**src/rtl/complex_uart_pkg.sv**
```systemverilog
// Shared types and constants for the challenge/response UART.
// The bit divider is derived from clock frequency (MHz) and baud rate.
package complex_uart_pkg;

    typedef enum logic [1:0] {
        IDLE,
        COLLECT,
        COMPUTE,
        SEND
    } state_t;

    localparam int DATA_BITS  = 8;
    localparam int FRAME_BITS = 10;

    function automatic int calcDiv(input int freqMhz, input int baud);
        return (freqMhz * 1_000_000) / baud;
    endfunction

endpackage

```
**src/rtl/complex_uart_byte_rx.sv**
```systemverilog
// 8N1 byte receiver: synchronizer, start detect, mid-bit sampling.
// Emits one-cycle valid or framing-error strobes per frame.
module complex_uart_byte_rx
    import complex_uart_pkg::*;
#(
    parameter int DIV = 138
) (
    input  logic       i_clk,
    input  logic       i_n_reset,
    input  logic       i_rx,
    output logic       o_valid,
    output logic       o_ferr,
    output logic [7:0] o_data
);

    localparam int            CW        = $clog2(DIV);
    localparam logic [CW-1:0] BIT_LOAD  = CW'(DIV - 1);
    localparam logic [CW-1:0] HALF_LOAD = CW'(DIV / 2 - 1);
    localparam logic [3:0]    STOP_IDX  = 4'(FRAME_BITS - 1);

    logic          r_sync1;
    logic          r_sync2;
    logic          r_armed;
    logic          r_busy;
    logic [CW-1:0] r_cnt;
    logic [3:0]    r_bitIdx;
    logic [7:0]    r_shift;
    logic          r_valid;
    logic          r_ferr;

    // Synchronizer resets low so a line held low across reset can never arm.
    always_ff @(posedge i_clk or negedge i_n_reset) begin
        if (!i_n_reset) begin
            r_sync1 <= 1'b0;
            r_sync2 <= 1'b0;
        end else begin
            r_sync1 <= i_rx;
            r_sync2 <= r_sync1;
        end
    end

    // Bit index 0 is the start bit, 1..8 data, 9 the stop bit.
    always_ff @(posedge i_clk or negedge i_n_reset) begin
        if (!i_n_reset) begin
            r_armed  <= 1'b0;
            r_busy   <= 1'b0;
            r_cnt    <= '0;
            r_bitIdx <= '0;
            r_shift  <= '0;
            r_valid  <= 1'b0;
            r_ferr   <= 1'b0;
        end else begin
            r_valid <= 1'b0;
            r_ferr  <= 1'b0;
            if (!r_busy) begin
                if (!r_armed) begin
                    r_armed <= r_sync2;
                end else if (!r_sync2) begin
                    r_busy   <= 1'b1;
                    r_cnt    <= HALF_LOAD;
                    r_bitIdx <= '0;
                end
            end else if (r_cnt != '0) begin
                r_cnt <= r_cnt - 1'b1;
            end else begin
                r_cnt    <= BIT_LOAD;
                r_bitIdx <= r_bitIdx + 1'b1;
                if (r_bitIdx == 4'd0) begin
                    if (r_sync2) begin
                        r_busy <= 1'b0;
                    end
                end else if (r_bitIdx == STOP_IDX) begin
                    r_busy  <= 1'b0;
                    r_armed <= r_sync2;
                    r_valid <= r_sync2;
                    r_ferr  <= !r_sync2;
                end else begin
                    r_shift <= {r_sync2, r_shift[7:1]};
                end
            end
        end
    end

    assign o_valid = r_valid;
    assign o_ferr  = r_ferr;
    assign o_data  = r_shift;

endmodule

```
**src/rtl/complex_uart.sv**
```systemverilog
// Challenge/response UART: collects N bytes, XORs them with a selected
// error pattern and transmits the response LSB byte first.
module complex_uart
    import complex_uart_pkg::*;
#(
    parameter int Challenge_Bit     = 8,
    parameter int frequency_clk_ref = 16,
    parameter int BAUD              = 115200
) (
    input  logic       clk,
    input  logic       n_reset,
    input  logic [7:0] error1,
    input  logic [7:0] error2,
    input  logic [7:0] error3,
    input  logic [7:0] error4,
    input  logic [7:0] error5,
    input  logic [7:0] error6,
    input  logic [7:0] error7,
    input  logic [7:0] error8,
    input  logic [7:0] error9,
    input  logic [7:0] error10,
    input  logic [7:0] error11,
    input  logic [7:0] error12,
    input  logic [7:0] error13,
    input  logic [7:0] error14,
    input  logic [7:0] error15,
    input  logic       uart_rx,
    output logic       uart_tx
);

    localparam int            DIV       = calcDiv(frequency_clk_ref, BAUD);
    localparam int            N         = Challenge_Bit / 8;
    localparam int            CW        = $clog2(DIV);
    localparam logic [CW-1:0] BIT_LOAD  = CW'(DIV - 1);
    localparam logic [3:0]    LAST_BYTE = 4'(N - 1);
    localparam logic [3:0]    STOP_IDX  = 4'(FRAME_BITS - 1);
    localparam logic [3:0]    LAST_DATA = 4'(DATA_BITS);

    state_t                   r_state;
    state_t                   w_next;
    logic [Challenge_Bit-1:0] r_challenge;
    logic [Challenge_Bit-1:0] w_chNext;
    logic [Challenge_Bit-1:0] r_txShift;
    logic [3:0]               r_byteCnt;
    logic [3:0]               r_txBit;
    logic [3:0]               r_txByte;
    logic [CW-1:0]            r_txCnt;
    logic                     r_tx;
    logic                     w_rxValid;
    logic                     w_rxFerr;
    logic [7:0]               w_rxData;
    logic [7:0]               w_err;
    logic                     w_lastByte;
    logic                     w_txDone;

    complex_uart_byte_rx #(.DIV(DIV)) u_rx (
        .i_clk     (clk),
        .i_n_reset (n_reset),
        .i_rx      (uart_rx),
        .o_valid   (w_rxValid),
        .o_ferr    (w_rxFerr),
        .o_data    (w_rxData)
    );

    always_comb begin
        w_err = 8'h00;
        case (r_challenge[3:0])
            4'd1:    w_err = error1;
            4'd2:    w_err = error2;
            4'd3:    w_err = error3;
            4'd4:    w_err = error4;
            4'd5:    w_err = error5;
            4'd6:    w_err = error6;
            4'd7:    w_err = error7;
            4'd8:    w_err = error8;
            4'd9:    w_err = error9;
            4'd10:   w_err = error10;
            4'd11:   w_err = error11;
            4'd12:   w_err = error12;
            4'd13:   w_err = error13;
            4'd14:   w_err = error14;
            4'd15:   w_err = error15;
            default: w_err = 8'h00;
        endcase
    end

    // New bytes enter at the top so the first byte ends up least significant.
    always_comb begin
        w_chNext                      = r_challenge >> 8;
        w_chNext[Challenge_Bit-1 -: 8] = w_rxData;
    end

    assign w_lastByte = (r_byteCnt == LAST_BYTE);
    assign w_txDone   = (r_state == SEND) && (r_txCnt == '0) &&
                        (r_txBit == STOP_IDX) && (r_txByte == LAST_BYTE);

    always_ff @(posedge clk or negedge n_reset) begin
        if (!n_reset) begin
            r_state <= IDLE;
        end else begin
            r_state <= w_next;
        end
    end

    always_comb begin
        w_next = r_state;
        case (r_state)
            IDLE, COLLECT: begin
                if (w_rxFerr) begin
                    w_next = IDLE;
                end else if (w_rxValid) begin
                    w_next = w_lastByte ? COMPUTE : COLLECT;
                end
            end
            COMPUTE: w_next = SEND;
            SEND:    if (w_txDone) w_next = IDLE;
            default: w_next = IDLE;
        endcase
    end

    // Transmit bit index: 0 start, 1..8 data, 9 stop; start bit drives on COMPUTE exit.
    always_ff @(posedge clk or negedge n_reset) begin
        if (!n_reset) begin
            r_challenge <= '0;
            r_txShift   <= '0;
            r_byteCnt   <= '0;
            r_txBit     <= '0;
            r_txByte    <= '0;
            r_txCnt     <= '0;
            r_tx        <= 1'b1;
        end else begin
            case (r_state)
                IDLE, COLLECT: begin
                    if (w_rxFerr) begin
                        r_byteCnt   <= '0;
                        r_challenge <= '0;
                    end else if (w_rxValid) begin
                        r_challenge <= w_chNext;
                        r_byteCnt   <= w_lastByte ? 4'd0 : r_byteCnt + 1'b1;
                    end
                end
                COMPUTE: begin
                    r_txShift <= r_challenge ^ {N{w_err}};
                    r_tx      <= 1'b0;
                    r_txCnt   <= BIT_LOAD;
                    r_txBit   <= '0;
                    r_txByte  <= '0;
                end
                SEND: begin
                    if (r_txCnt != '0) begin
                        r_txCnt <= r_txCnt - 1'b1;
                    end else begin
                        r_txCnt <= BIT_LOAD;
                        if (r_txBit == STOP_IDX) begin
                            r_txBit <= '0;
                            if (r_txByte != LAST_BYTE) begin
                                r_tx     <= 1'b0;
                                r_txByte <= r_txByte + 1'b1;
                            end
                        end else begin
                            r_txBit <= r_txBit + 1'b1;
                            if (r_txBit == LAST_DATA) begin
                                r_tx <= 1'b1;
                            end else begin
                                r_tx      <= r_txShift[0];
                                r_txShift <= r_txShift >> 1;
                            end
                        end
                    end
                end
                default: ;
            endcase
        end
    end

    assign uart_tx = r_tx;

endmodule

```
**config.mk**
```make
export PLATFORM = sky130hd
export DESIGN_NAME = complex_uart
export DESIGN_NICKNAME = d
export VERILOG_FILES = /design/src/rtl/complex_uart_pkg.sv /design/src/rtl/complex_uart_byte_rx.sv /design/src/rtl/complex_uart.sv
export SDC_FILE = /design/constraint.sdc
export NUM_CORES = 1
export LEC_CHECK = 0
export ABC_CLOCK_PERIOD_IN_PS = 2600
export BUFFER_PORTS_ARGS = -buffer_cell sky130_fd_sc_hd__buf_2
export CAP_MARGIN = 20
export CORE_UTILIZATION = 45
export DETAILED_ROUTE_END_ITERATION = 12
export PLACE_DENSITY = 0.67
export SYNTH_ARGS = -nofsm -noshare
export SYNTH_HDL_FRONTEND = slang
export SYNTH_SLANG_ARGS = --single-unit
```
**constraint.sdc**
```tcl
create_clock -name clk -period 2.6 [get_ports clk]
set_input_delay 0.39 -clock clk [delete_from_list [all_inputs] [get_ports clk]]
set_output_delay 0.39 -clock clk [all_outputs]
set_load 0.005 [all_outputs]
```
# Word-level counts from Yosys, hierarchy flattened
# Index checks and enable logic that the tools add are counted.
[word_totals] elab_cells=142 register_bits=65 inputBits=123 output_inout_bits=1
[classes] bitwise=4 addsub=6 n_reduce_logical=26 muxes=56 n_eq_ne=33
[op_table] cell="$pmux 8 s15" count=1
[op_table] cell="$mux 8" count=10
[op_table] cell="$mux 4" count=12
[op_table] cell="$eq 4x4->1 const B" count=11
[op_table] cell="$pmux 8 s2" count=2
[op_table] cell="$mux 1" count=23
[op_table] cell="$add 4x1->4 const B" count=4
[op_table] cell="$eq 4x3->1 const B" count=4
[op_table] cell="$ne 2x2->1 const B" count=8
[op_table] cell="$pmux 4 s2" count=2
[op_table] cell="$reduce_bool 8->1" count=2
[op_table] cell="$sub 8x1->8 const B" count=2
[op_table] cell="$logic_not 4->1" count=3
[op_table] cell="$reduce_and 4->1" count=3
[op_table] cell="$reduce_and 3->1" count=3
[op_table] cell="$eq 4x2->1 const B" count=2
[op_table] cell="$logic_not 8->1" count=1
[op_table] cell="$mux 2" count=4
[op_table] cell="$reduce_and 2->1" count=4
[op_table] cell="$xor 8x8->8" count=1
[op_table] cell="$pmux 2 s3" count=1
[op_table] cell="$reduce_bool 2->1" count=3
[op_table] cell="$eq 2x2->1 const B" count=2
[op_table] cell="$eq 4x1->1 const B" count=1
[op_table] cell="11 further kinds" count=16

# Longest topological paths before layout
[depth] depth_word=6 ltp_mapped=9 ltp_nobuf=7

# Cells and area by module
# A second synthesis with hierarchy kept.
[hier_totals] hier_cells=547 area_unflattened_um2=4740.8
[by_module_without_submodules] mod="complex_uart" n_inst=1 cells_each=437 seq_area_each_um2=977.2 area_each_um2=3507.1
[by_module_without_submodules] mod="complex_uart_byte_rx" n_inst=1 cells_each=110 seq_area_each_um2=650.6 area_each_um2=1233.7

# Least setup slack after synthesis
# Ideal clock, no wire load.
[synth_path] kind="reg-to-reg" startpoint="register r_challenge[3]" endpoint="register r_txShift[6]" path_buffers=1 synth_period_minus_slack_ns=1.890 arrival_time_ns=1.808 setup_time_ns=0.083 stages_incl_launch_ff=8 setup_slack_ns=0.710 required_time_ns=2.517 cell_sequence="dfrtp_1 -> buf_6 -> or4b_2 -> o21ai_0 -> o21ai_0 -> nand3_1 -> mux2_2 -> o21ai_0"
[synth_via] elab_chain_len=4 word_cells_on_any_way=18 classes_between="eq/ne (15); mux (2); bitwise (1)"
[synth_lines] item="from (decl)" line_no="complex_uart.sv:41" rtl="logic [Challenge_Bit-1:0] r_challenge;"
[synth_lines] item="from (signal assigned)" line_no="complex_uart.sv:138" rtl="r_challenge <= w_chNext;"
[synth_lines] item="$eq 4x4->1, or another cell as far along" line_no="complex_uart.sv:67" rtl="case (r_challenge[3:0])"
[synth_lines] item="$pmux 8 s15 *" line_no="complex_uart.sv:67"
[synth_lines] item="$xor 8x8->8 *" line_no="complex_uart.sv:143" rtl="r_txShift <= r_challenge ^ {N{w_err}};"
[synth_lines] item="$pmux 8 s2 *" line_no="complex_uart.sv:132" rtl="case (r_state)"
[synth_lines] item="to (signal assigned)" line_no="complex_uart.sv:143"
[synth_lines] item="to (signal assigned)" line_no="complex_uart.sv:166" rtl="r_txShift <= r_txShift >> 1;"
[synth_lines] item="to (decl)" line_no="complex_uart.sv:43" rtl="logic [Challenge_Bit-1:0] r_txShift;"
# Mark *: on every way between the ends. The rest lies on a longest branch, timed or not.
# A chain may end at the register's enable or synchronous reset.

# Final worst setup path
[layout_path] startpoint="register r_challenge[0]" endpoint="register r_txShift[0]"
[layout_via] elab_chain_len=4 word_cells_on_any_way=18 classes_between="eq/ne (15); mux (2); bitwise (1)"
[layout_lines] item="$eq 4x4->1, or another cell as far along" line_no="complex_uart.sv:67"
[layout_lines] item="$pmux 8 s15" line_no="complex_uart.sv:67"
[layout_lines] item="$xor 8x8->8 *" line_no="complex_uart.sv:143"
[layout_lines] item="$pmux 8 s2 *" line_no="complex_uart.sv:132"
# Marked as above.

==> impl_metrics.json <==
{
  "grt_antenna_before_repair": 0,
  "ctsHoldBuffers": 0,
  "avgSynthCellArea_um2": 8.821,
  "drt_iter0_drc": 257,
  "rows": 36,
  "cts_made_buffers": 9,
  "syn_to_final_growth_pct": 21.32,
  "via_count": 4545,
  "tightest_slew_ns": 0.5608,
  "routed_wl_um": 13180,
  "crit_required_ns": 2.82,
  "ioPinCount": 124,
  "syn_area_um2": 4596,
  "maxSlewViolCount": 0,
  "cp_slowest_cell": "dfrtp_1",
  "final-seq-area_um2": 1628,
  "ctsHtreeMaxLevel": 3,
  "r2r_slack_ns": 0.31,
  "ys_seq_elements": 65,
  "post_cts_buffers": 0,
  "dp_slack_ns": 0.3622,
  "postSynth.topFlopCell": "dfrtp_1",
  "io_buffer_count": 123,
  "nets": 780,
  "dpl.hpwl_um": 10060,
  "synth-async-reset-ratio_pct": 100.0,
  "start_kind": "flip-flop",
  "rsz0062_at_grt": "no",
  "setup-violations-final": 0,
  "route.detailed.drc": 0,
  "drv_cap": 0,
  "worst_slack_ns": 0.3148,
  "synthCells": 521,
  "die_area_um2": 10620,
  "relSlewSlack_pct": 62.48,
  "power_density_nw_per_um2": 476.0,
  "ys_types": 75,
  "cp_slowest_stage_delay_ns": 0.65,
  "cts-root-buf": "clkbuf_8",
  "dp_cells": 765,
  "finalCritPeriodShare_pct": 87.89,
  "ant_nets": 0,
  "outcome": "complete, no violations",
  "hold_viol_final": 0,
  "track_usage_pct": 26.47,
  "clk_path_buf_depth": 2,
  "die_h_um": 103.1,
  "clk_pin_slew_worst_paths_ns": 0.07,
  "diodes": 0,
  "synth-edff-count": 0,
  "ys_seq_area_share_pct": 35.42,
  "firstDrtPassIters": 5,
  "cts_tree": "yes",
  "multi_input_area_um2": 2714,
  "tns_ns": 0,
  "fmax_mhz": 437.6,
  "core-area_um2": 9819,
  "cts_resized": 0,
  "critical_path_class": "reg2reg",
  "initial_core_util_pct": 46.80,
  "drive_gt1_share_pct": 29.32,
  "yosysWarnings": 0,
  "skew_ns": 0.007046,
  "wire_per_inst_um": 16.87,
  "gp_congestion": 0.9146,
  "crit_path_end_kind": "flip-flop",
  "clk_latency_ns": 0.34,
  "grt_pass1_vias": 4541,
  "power_leakage_nw": 2.431,
  "cp.arrival_ns": 2.50,
  "grt_max_degree": 31,
  "grt.overflow.total": 0,
  "hold_class": "in2async",
  "grt_pass1_wl_um": 21800,
  "cts_sinks": 65,
  "post-route-util_pct": 56.78,
  "synth_fp_nets": 658,
  "crit_chain": "buf_4, nand2b_1, nor2_1, a32o_1, a211oi_2, a2111oi_0, a2111o_1",
  "fill_cells": 929,
  "layout_min_cycle_time_ns": 2.285,
  "instances_no_fill": 781,
  "routed_via_density": 5.819,
  "crit_path_max_fanout": 16,
  "die_w_um": 103.1,
  "irDropWorstVdd_v": 0.0005263
}
-- path summary, 6_finish.rpt --
check / start / to / cells past startpoint
min in group clk: uart_rx / u_rx.r_sync1 / 1
max in group asynchronous: n_reset / r_state[1] / 2
max reg2reg: r_challenge[0] / r_txShift[0] / 7
max: r_challenge[0] / r_txShift[0] / 7
min: n_reset / r_txBit[3] / 1
min reg2reg: u_rx.r_sync1 / u_rx.r_sync2 / 0
-- layout make-up --
class | count | area share, %
clock inverter | 7 | 1.683
multi-input combinational | 404 | 48.68
tap | 133 | 2.985
inverter | 21 | 1.414
clock buffer | 9 | 2.222
timing repair buffer | 142 | 13.82
sequential | 65 | 29.20
-- metal layers --
metal	global-route usage (%)	share of wire (%)
met5	0	0
met4	7.692	1.6
met3	5.288	5.8
met2	45.33	49
met1	33.91	44
-- logic make-up (layout without fill, tap and decap cells) --
family	after synthesis	count (layout)	share of synthesized area, %
flip-flops	65	65	35.42
adder cells (fa/ha/maj)	14	14	3.812
AND/OR/NAND/NOR	175	175	20.01
buffers and inverters	52	179	5.527
multiplexers	39	39	9.583
AO/OA/AOI/OAI	167	167	23.93
XOR/XNOR	9	9	1.715
-- flip-flops by register name, summed over array words and instances (netlist names), 4 cells and up --
register,flops
r_challenge,8
r_txCnt,8
r_txShift,8
u_rx.o_data,8
u_rx.r_cnt,8
r_byteCnt,4
r_txBit,4
r_txByte,4
u_rx.r_bitIdx,4
-- power breakdown --
part	internal (mW)	switching [mW]	leakage, nW
Sequential	1.10	0.123	0.848
Combinational	0.230	0.263	1.48
Clock	0.539	0.396	0.106
Total	1.87	0.782	2.43
-- cell usage after synthesis, types with 3 or more instances --
cell type | instances | area (um2)
nand3_1 | 12 | 60.06
buf_6 | 4 | 45.04
nor4_1 | 4 | 25.02
xor2_1 | 4 | 35.03
a22o_1 | 6 | 52.55
a31oi_1 | 8 | 50.05
nand3b_1 | 6 | 45.04
a32oi_1 | 4 | 35.03
xnor2_1 | 5 | 43.79
dfrtp_1 | 64 | 1602
nor3_1 | 11 | 55.05
o21ai_0 | 49 | 245.2
o21a_1 | 3 | 22.52
nor3b_1 | 7 | 52.55
o32ai_1 | 3 | 26.28
nand2_1 | 58 | 217.7
clkbuf_1 | 12 | 45.04
inv_1 | 21 | 78.83
and3_1 | 4 | 25.02
nor2_1 | 26 | 97.59
nor2b_1 | 16 | 100.1
mux2i_1 | 20 | 200.2
mux2_2 | 16 | 180.2
a2bb2oi_1 | 4 | 35.03
buf_2 | 11 | 55.05
o31ai_1 | 10 | 75.07
nand2b_1 | 7 | 43.79
o211ai_1 | 4 | 30.03
o22ai_1 | 11 | 68.82
a21oi_1 | 33 | 165.2
a22oi_1 | 6 | 45.04
a221oi_1 | 4 | 35.03
buf_4 | 4 | 30.03
ha_1 | 14 | 175.2
-- through the flow --
stage	power [mW]	hold WS (ns)	cell area, um2
floorplan	1.520	0.09441	4596
global placement	1.709	0.3356	5358
detailed placement	1.735	0.3397	5358
CTS	2.686	0.02311	5575
global route	2.818	0.04224	5575
finish	2.654	0.02256	5575
-- cells in the final DEF (no fill, tap or decap), types with 18 or more instances in the layout --
master	netlist	layout
buf_2	11	123
dfrtp_1	64	64
nand2_1	58	58
o21ai_0	49	49
a21oi_1	33	33
nor2_1	26	26
inv_1	21	21
mux2i_1	20	20
buf_4	4	18
-- critical path: cells and delay by family (launching register included) --
family | cells | cell delay [ns]
flip-flops | 1 | 0.65
AO/OA/AOI/OAI | 4 | 0.97
AND/OR/NAND/NOR | 2 | 0.30
buffers and inverters | 1 | 0.23
Power figures use the tool's default switching activity.
